**src/rtl/alu_pkg.sv**
```systemverilog
// Shared definitions for the ALU arbiter: op codes, FSM encoding, data width.
package alu_pkg;

  localparam int DATA_W = 8;

  localparam logic [2:0] OP_FWD = 3'b000;
  localparam logic [2:0] OP_ADD = 3'b001;
  localparam logic [2:0] OP_AND = 3'b010;
  localparam logic [2:0] OP_OR  = 3'b011;

  typedef enum logic [1:0] {
    ST_IDLE = 2'd0,
    ST_EXEC = 2'd1,
    ST_RESP = 2'd2
  } state_t;

  // Op codes with the top bit set are reserved and never reach the ALU.
  function automatic logic op_reserved(input logic [2:0] op);
    return op[2];
  endfunction

endpackage

```
**src/rtl/alu_arbiter_if.sv**
```systemverilog
// Bundle of requester, response and shared-ALU signals around the arbiter.
interface alu_arbiter_if;
  import alu_pkg::*;

  logic              req0_valid;
  logic              req0_ready;
  logic [2:0]        req0_op;
  logic [DATA_W-1:0] req0_a;
  logic [DATA_W-1:0] req0_b;

  logic              req1_valid;
  logic              req1_ready;
  logic [2:0]        req1_op;
  logic [DATA_W-1:0] req1_a;
  logic [DATA_W-1:0] req1_b;

  logic              rsp_valid;
  logic              rsp_ready;
  logic              rsp_id;
  logic [DATA_W-1:0] rsp_data;
  logic              rsp_err;

  logic [DATA_W-1:0] alu_data1;
  logic [DATA_W-1:0] alu_data2;
  logic [2:0]        alu_select;
  logic [DATA_W-1:0] alu_result;

  modport slave (
    input  req0_valid, req0_op, req0_a, req0_b,
    input  req1_valid, req1_op, req1_a, req1_b,
    input  rsp_ready, alu_result,
    output req0_ready, req1_ready,
    output rsp_valid, rsp_id, rsp_data, rsp_err,
    output alu_data1, alu_data2, alu_select
  );

  modport master (
    output req0_valid, req0_op, req0_a, req0_b,
    output req1_valid, req1_op, req1_a, req1_b,
    output rsp_ready, alu_result,
    input  req0_ready, req1_ready,
    input  rsp_valid, rsp_id, rsp_data, rsp_err,
    input  alu_data1, alu_data2, alu_select
  );

endinterface

```
**src/rtl/rr_arbiter2.sv**
```systemverilog
// Two-way round-robin grant; ptr names the requester served last.
module rr_arbiter2 (
  input  logic [1:0] valid,
  input  logic       ptr,
  output logic [1:0] grant,
  output logic       grant_id
);

  always_comb begin
    grant    = 2'b00;
    grant_id = 1'b0;
    case (valid)
      2'b01: begin
        grant    = 2'b01;
        grant_id = 1'b0;
      end
      2'b10: begin
        grant    = 2'b10;
        grant_id = 1'b1;
      end
      2'b11: begin
        // Tie goes to whoever was not served last.
        grant_id = ~ptr;
        grant    = ptr ? 2'b01 : 2'b10;
      end
      default: begin
        grant    = 2'b00;
        grant_id = 1'b0;
      end
    endcase
  end

endmodule

```
**src/rtl/alu_arbiter.sv**
```systemverilog
// Shares one external ALU between two requesters, one job in flight at a time.
module alu_arbiter
  import alu_pkg::*;
#(
  parameter int unsigned WAIT_ADD   = 2,
  parameter int unsigned WAIT_OTHER = 1
) (
  input logic          clk,
  input logic          rst,
  alu_arbiter_if.slave bus
);

  state_t            state_reg;
  state_t            state_next;
  logic [3:0]        count_reg;
  logic [3:0]        load_count;
  logic              ptr_reg;
  logic [2:0]        sel_reg;
  logic [DATA_W-1:0] d1_reg;
  logic [DATA_W-1:0] d2_reg;
  logic [DATA_W-1:0] rsp_data_reg;
  logic              rsp_valid_reg;
  logic              rsp_id_reg;
  logic              rsp_err_reg;
  logic              job_err_reg;

  logic [1:0]        valid_vec;
  logic [1:0]        grant;
  logic [1:0]        ready_vec;
  logic              grant_id;
  logic              accept;
  logic              finish;
  logic [2:0]        acc_op;
  logic [DATA_W-1:0] acc_a;
  logic [DATA_W-1:0] acc_b;

  assign valid_vec = {bus.req1_valid, bus.req0_valid};

  rr_arbiter2 u_arb (
    .valid    (valid_vec),
    .ptr      (ptr_reg),
    .grant    (grant),
    .grant_id (grant_id)
  );

  assign acc_op = grant_id ? bus.req1_op : bus.req0_op;
  assign acc_a  = grant_id ? bus.req1_a  : bus.req0_a;
  assign acc_b  = grant_id ? bus.req1_b  : bus.req0_b;

  // Reserved ops take a one-cycle pass through EXEC so they answer after t+1.
  always_comb begin
    load_count = 4'(WAIT_OTHER);
    case (acc_op)
      OP_ADD:                load_count = 4'(WAIT_ADD);
      OP_FWD, OP_AND, OP_OR: load_count = 4'(WAIT_OTHER);
      default:               load_count = 4'd1;
    endcase
  end

  always_ff @(posedge clk or posedge rst) begin
    if (rst) begin
      state_reg <= ST_IDLE;
    end else begin
      state_reg <= state_next;
    end
  end

  always_comb begin
    state_next = state_reg;
    ready_vec  = 2'b00;
    accept     = 1'b0;
    finish     = 1'b0;
    case (state_reg)
      ST_IDLE: begin
        ready_vec = grant;
        if (grant != 2'b00) begin
          accept     = 1'b1;
          state_next = ST_EXEC;
        end
      end
      ST_EXEC: begin
        if (count_reg == 4'd1) begin
          finish     = 1'b1;
          state_next = ST_RESP;
        end
      end
      ST_RESP: begin
        if (bus.rsp_ready) begin
          state_next = ST_IDLE;
        end
      end
      default: state_next = ST_IDLE;
    endcase
  end

  always_ff @(posedge clk or posedge rst) begin
    if (rst) begin
      count_reg     <= 4'd0;
      ptr_reg       <= 1'b1;
      sel_reg       <= 3'b000;
      d1_reg        <= '0;
      d2_reg        <= '0;
      rsp_valid_reg <= 1'b0;
      rsp_id_reg    <= 1'b0;
      rsp_err_reg   <= 1'b0;
      rsp_data_reg  <= '0;
      job_err_reg   <= 1'b0;
    end else begin
      if (accept) begin
        rsp_id_reg  <= grant_id;
        job_err_reg <= op_reserved(acc_op);
        count_reg   <= load_count;
        // The ALU keeps its previous operands when a reserved op is accepted.
        if (!op_reserved(acc_op)) begin
          sel_reg <= acc_op;
          d1_reg  <= acc_a;
          d2_reg  <= acc_b;
        end
      end else if (state_reg == ST_EXEC) begin
        count_reg <= count_reg - 4'd1;
      end

      if (finish) begin
        rsp_valid_reg <= 1'b1;
        rsp_data_reg  <= job_err_reg ? '0 : bus.alu_result;
        rsp_err_reg   <= job_err_reg;
      end else if (state_reg == ST_RESP && bus.rsp_ready) begin
        rsp_valid_reg <= 1'b0;
        ptr_reg       <= rsp_id_reg;
      end
    end
  end

  assign bus.req0_ready = ready_vec[0];
  assign bus.req1_ready = ready_vec[1];
  assign bus.rsp_valid  = rsp_valid_reg;
  assign bus.rsp_id     = rsp_id_reg;
  assign bus.rsp_data   = rsp_data_reg;
  assign bus.rsp_err    = rsp_err_reg;
  assign bus.alu_data1  = d1_reg;
  assign bus.alu_data2  = d2_reg;
  assign bus.alu_select = sel_reg;

endmodule

```
**src/flat_wrapper.sv**
```systemverilog
// flat-port wrapper written by rule: the top's interface ports become plain ports
module alu_arbiter_flat import alu_pkg::*;
#(
  parameter int unsigned WAIT_ADD   = 2,
  parameter int unsigned WAIT_OTHER = 1
)
  (clk, rst, bus_req0_valid, bus_req0_op, bus_req0_a, bus_req0_b, bus_req1_valid, bus_req1_op, bus_req1_a, bus_req1_b, bus_rsp_ready, bus_alu_result, bus_req0_ready, bus_req1_ready, bus_rsp_valid, bus_rsp_id, bus_rsp_data, bus_rsp_err, bus_alu_data1, bus_alu_data2, bus_alu_select);
  alu_arbiter_if bus_i ();
  input logic clk;
  input logic rst;
  input wire logic [$bits(bus_i.req0_valid)-1:0] bus_req0_valid;
  input wire logic [$bits(bus_i.req0_op)-1:0] bus_req0_op;
  input wire logic [$bits(bus_i.req0_a)-1:0] bus_req0_a;
  input wire logic [$bits(bus_i.req0_b)-1:0] bus_req0_b;
  input wire logic [$bits(bus_i.req1_valid)-1:0] bus_req1_valid;
  input wire logic [$bits(bus_i.req1_op)-1:0] bus_req1_op;
  input wire logic [$bits(bus_i.req1_a)-1:0] bus_req1_a;
  input wire logic [$bits(bus_i.req1_b)-1:0] bus_req1_b;
  input wire logic [$bits(bus_i.rsp_ready)-1:0] bus_rsp_ready;
  input wire logic [$bits(bus_i.alu_result)-1:0] bus_alu_result;
  output wire logic [$bits(bus_i.req0_ready)-1:0] bus_req0_ready;
  output wire logic [$bits(bus_i.req1_ready)-1:0] bus_req1_ready;
  output wire logic [$bits(bus_i.rsp_valid)-1:0] bus_rsp_valid;
  output wire logic [$bits(bus_i.rsp_id)-1:0] bus_rsp_id;
  output wire logic [$bits(bus_i.rsp_data)-1:0] bus_rsp_data;
  output wire logic [$bits(bus_i.rsp_err)-1:0] bus_rsp_err;
  output wire logic [$bits(bus_i.alu_data1)-1:0] bus_alu_data1;
  output wire logic [$bits(bus_i.alu_data2)-1:0] bus_alu_data2;
  output wire logic [$bits(bus_i.alu_select)-1:0] bus_alu_select;
  assign bus_i.req0_valid = bus_req0_valid;
  assign bus_i.req0_op = bus_req0_op;
  assign bus_i.req0_a = bus_req0_a;
  assign bus_i.req0_b = bus_req0_b;
  assign bus_i.req1_valid = bus_req1_valid;
  assign bus_i.req1_op = bus_req1_op;
  assign bus_i.req1_a = bus_req1_a;
  assign bus_i.req1_b = bus_req1_b;
  assign bus_i.rsp_ready = bus_rsp_ready;
  assign bus_i.alu_result = bus_alu_result;
  assign bus_req0_ready = bus_i.req0_ready;
  assign bus_req1_ready = bus_i.req1_ready;
  assign bus_rsp_valid = bus_i.rsp_valid;
  assign bus_rsp_id = bus_i.rsp_id;
  assign bus_rsp_data = bus_i.rsp_data;
  assign bus_rsp_err = bus_i.rsp_err;
  assign bus_alu_data1 = bus_i.alu_data1;
  assign bus_alu_data2 = bus_i.alu_data2;
  assign bus_alu_select = bus_i.alu_select;
  alu_arbiter #(.WAIT_ADD(WAIT_ADD), .WAIT_OTHER(WAIT_OTHER)) u_core (.clk(clk), .rst(rst), .bus(bus_i));
endmodule
```
**config.mk**
```make
export PLATFORM = sky130hd
export DESIGN_NAME = alu_arbiter_flat
export DESIGN_NICKNAME = d
export VERILOG_FILES = /design/src/rtl/alu_pkg.sv /design/src/rtl/alu_arbiter_if.sv /design/src/rtl/rr_arbiter2.sv /design/src/rtl/alu_arbiter.sv /design/src/flat_wrapper.sv
export SDC_FILE = /design/constraint.sdc
export NUM_CORES = 1
export LEC_CHECK = 0
export ABC_AREA = 0
export CORE_MARGIN = 10
export CORE_UTILIZATION = 42
export DETAILED_ROUTE_END_ITERATION = 10
export PLACE_DENSITY = 0.91
export SKIP_LAST_GASP = 1
export SYNTH_ARGS = -nofsm -noshare
export SYNTH_HDL_FRONTEND = slang
export SYNTH_SLANG_ARGS = --single-unit
```
**constraint.sdc**
```tcl
create_clock -name clk -period 2.8 [get_ports clk]
set_input_delay 0.7 -clock clk [delete_from_list [all_inputs] [get_ports clk]]
set_output_delay 0.7 -clock clk [all_outputs]
set_load 0.005 [all_outputs]
```
==> out/metrics.yaml <==
syn_to_final_growth_pct: 53.5
grtUsageMet3: 0.0662
drv_cap: 0
max_freq_mhz: 392
fillers: 325
setup_viol: 0
grt.busiest_layer: "met2"
synth_seq_cells: 37
setup-tns-final_ns: 0
r2r-start: "u_core.count_reg[1]"
die_y_um: 85.8
finalCriticalPeriod_ns: 2.55
arrival_ns: 1.85
wire_per_inst_um: 17.1
cts_tree: "done"
ys.warnings.count: 0
place_hpwl_um: 4010
leakage_nw: 1.13
syn_inst: 176
ioPinCount: 83
async_flop_share: 1.00
power_switching_mw: 0.837
ys_seq_area_frac: 0.510
die_area_um2: 7360
drive_above_1_share: 0.0846
initial_core_util: 0.445
rrSetupSlack_ns: 0.90
drcViolationCount: 0
synth_cell_types: 38
power_density_nw_per_um2: 929
die_w_um: 85.8
min_period_over_period: 0.910
cts_sinks: 37
hold_path_end: "u_core.bus.rsp_data[6]"
ys.flop_type: "dfrtp_1"
routed_wl_um: 5300
cts_buffers: 5
num_antenna_cells: 0
via_per_inst: 5.18
path_class: "in2out"
crit_slowest_cell: "clkdlybuf4s50_1"
coreArea_um2: 4090
min_from: "u_core.bus.rsp_data[6]"
netlist_area_um2: 1820
grt_pass1_wl_um: 8780
fin_nets: 312
vias: 1606
min_path_cells: 2
p_sw_frac: 0.323
hold-worst-slack_ns: 0.480
holdCritPathClass: "reg2reg"
final-seq-area_um2: 927
synth_area_per_cell_um2: 10.3
grt_pass1_vias: 1787
grt_use_met2: 0.249
grt_antenna_before_repair: 0
final_common_cell: "clkdlybuf4s50_1"
final_max_slew_viol_count: 0
h-tree-depth: 2
drt_first_pass_iters: 3
cp_num_buf_inv: 2
holdBufCountCts: 0
port_buffers: 81
r2r_end: "u_core.bus.rsp_err"
power_frac_seq: 0.373
slowest_delay_ns: 0.49
internal-power_mw: 1.75
tightest_slew_ns: 0.789
crit_family: "buffers and inverters"
vdd_ir_drop_max_uv: 477
finClkSkew_ns: 0.00534
outcome: "finished, final reports clean"
ant_nets: 0
worstRegToRegCells: 5
mostFrequentLayoutCells: "79 x clkdlybuf4s50_1, 36 x dfrtp_1, 20 x a21oi_1"
grtUsageMet1: 0.159
syn_nets: 229
fp-row-count: 23
crit_required_ns: 2.10
cts-root-buf: "clkbuf_8"
start_kind: "input port"
path_max_fanout: 5
gp_congestion: 0.768
grt_max_degree: 40
overflow: 0
synth-edff-count: 0
rsz0062_at_grt: "no"
combPwrFrac: 0.441
end_kind: "output port"
clock_latency_ns: 0.29
p_clk_frac: 0.186
drt_iter0_markers: 65
path_cells: "dlygate4sd2_1 -> a21boi_4 -> and2_4 -> clkdlybuf4s50_1"
finalHoldViolations: 0
grt_util_all_layers: 0.145
clk_pin_slew_ns: 0.08
maxSlewHeadroom: 0.474
multiInputGateArea_um2: 808
cts_max_path_buffers: 2
## power groups by stage
stage               clock [mW]  sequential (mW)  combinational (mW)
CTS                      0.493            0.965                1.17
detailed placement           0            0.967                1.16
global placement             0            0.959                1.13
finish                   0.482            0.967                1.14
global route             0.514             1.00                1.28
floorplan                    0            0.952               0.541
## cells by family after synthesis
logic type               count (synthesis)  share of synthesized area
AO/OA/AOI/OAI                           59                      0.216
AND/OR/NAND/NOR                         57                      0.189
flip-flops                              37                      0.510
buffers and inverters                   16                     0.0468
multiplexers                             3                     0.0179
adder cells (fa/ha/maj)                  2                     0.0138
other                                    1                    0.00206
XOR/XNOR                                 1                    0.00482
## worst register-to-register path: stages (launching register included)
cell     delay [ns]
dfrtp_1        0.39
inv_1          0.10
ha_1           0.14
nor3b_1        0.35
nand2_1        0.42
mux2_2         0.40
## metrics by stage
stage | instances | util | worst slack, ns | cell area, um^2 | power (mW)
2_1_floorplan | 176 | - | 0.795 | 1820 | 1.49
3_3_place_gp | 302 | 0.653 | 0.0283 | 2670 | 2.09
3_5_place_dp | 302 | 0.653 | -0.0462 | 2670 | 2.13
4_1_cts | 310 | 0.683 | 0.251 | 2790 | 2.63
5_1_grt | 310 | 0.683 | 0.206 | 2790 | 2.79
6_report | 310 | 0.683 | 0.251 | 2790 | 2.59
## Yosys cell counts, types with 2 or more instances
cell	count	area share
a21oi_1	20	0.055
buf_2	5	0.014
buf_4	3	0.012
dfrtp_1	36	0.50
ha_1	2	0.014
inv_1	5	0.010
mux2_2	2	0.012
nand2_1	14	0.029
nand2b_1	8	0.028
nand3_1	2	0.0055
nor2_1	3	0.0062
nor3_1	2	0.0055
nor3b_1	19	0.078
o21a_1	2	0.0083
o21ai_0	13	0.036
o2bb2ai_1	18	0.087
## cell type report
cell class | instances | area share
clock inverter | 2 | 0.0135
timing repair buffer | 87 | 0.306
inverter | 5 | 0.00673
tap | 50 | 0.0224
multi-input combinational | 123 | 0.290
clock buffer | 6 | 0.0296
sequential | 37 | 0.332
## routing by layer
layer  wire (um)  vias up  part of all wire
met4          25        0            0.0047
met3         445        4             0.084
met2        2660       55              0.50
li1            -      790                 -
met5           0        -                 0
met1        2160      757              0.41
## worst max path at each step
stage	startpoint	endpoint	slack, ns	depth (start not counted)
6_report	bus_req0_valid	bus_req1_ready	0.25	4
5_1_grt	bus_req0_valid	bus_req1_ready	0.21	4
4_1_cts	bus_req0_valid	bus_req1_ready	0.25	4
3_5_place_dp	bus_req0_valid	bus_req1_ready	-0.05	4
3_3_place_gp	bus_req1_valid	bus_req1_ready	0.03	4
2_1_floorplan	bus_req1_valid	bus_req0_ready	0.79	4
## timing repair
action	CTS	global route
setup endpoints to repair	1	0
gates resized for setup	3	0
buffers inserted	0	0
Power figures use the tool's default switching activity.
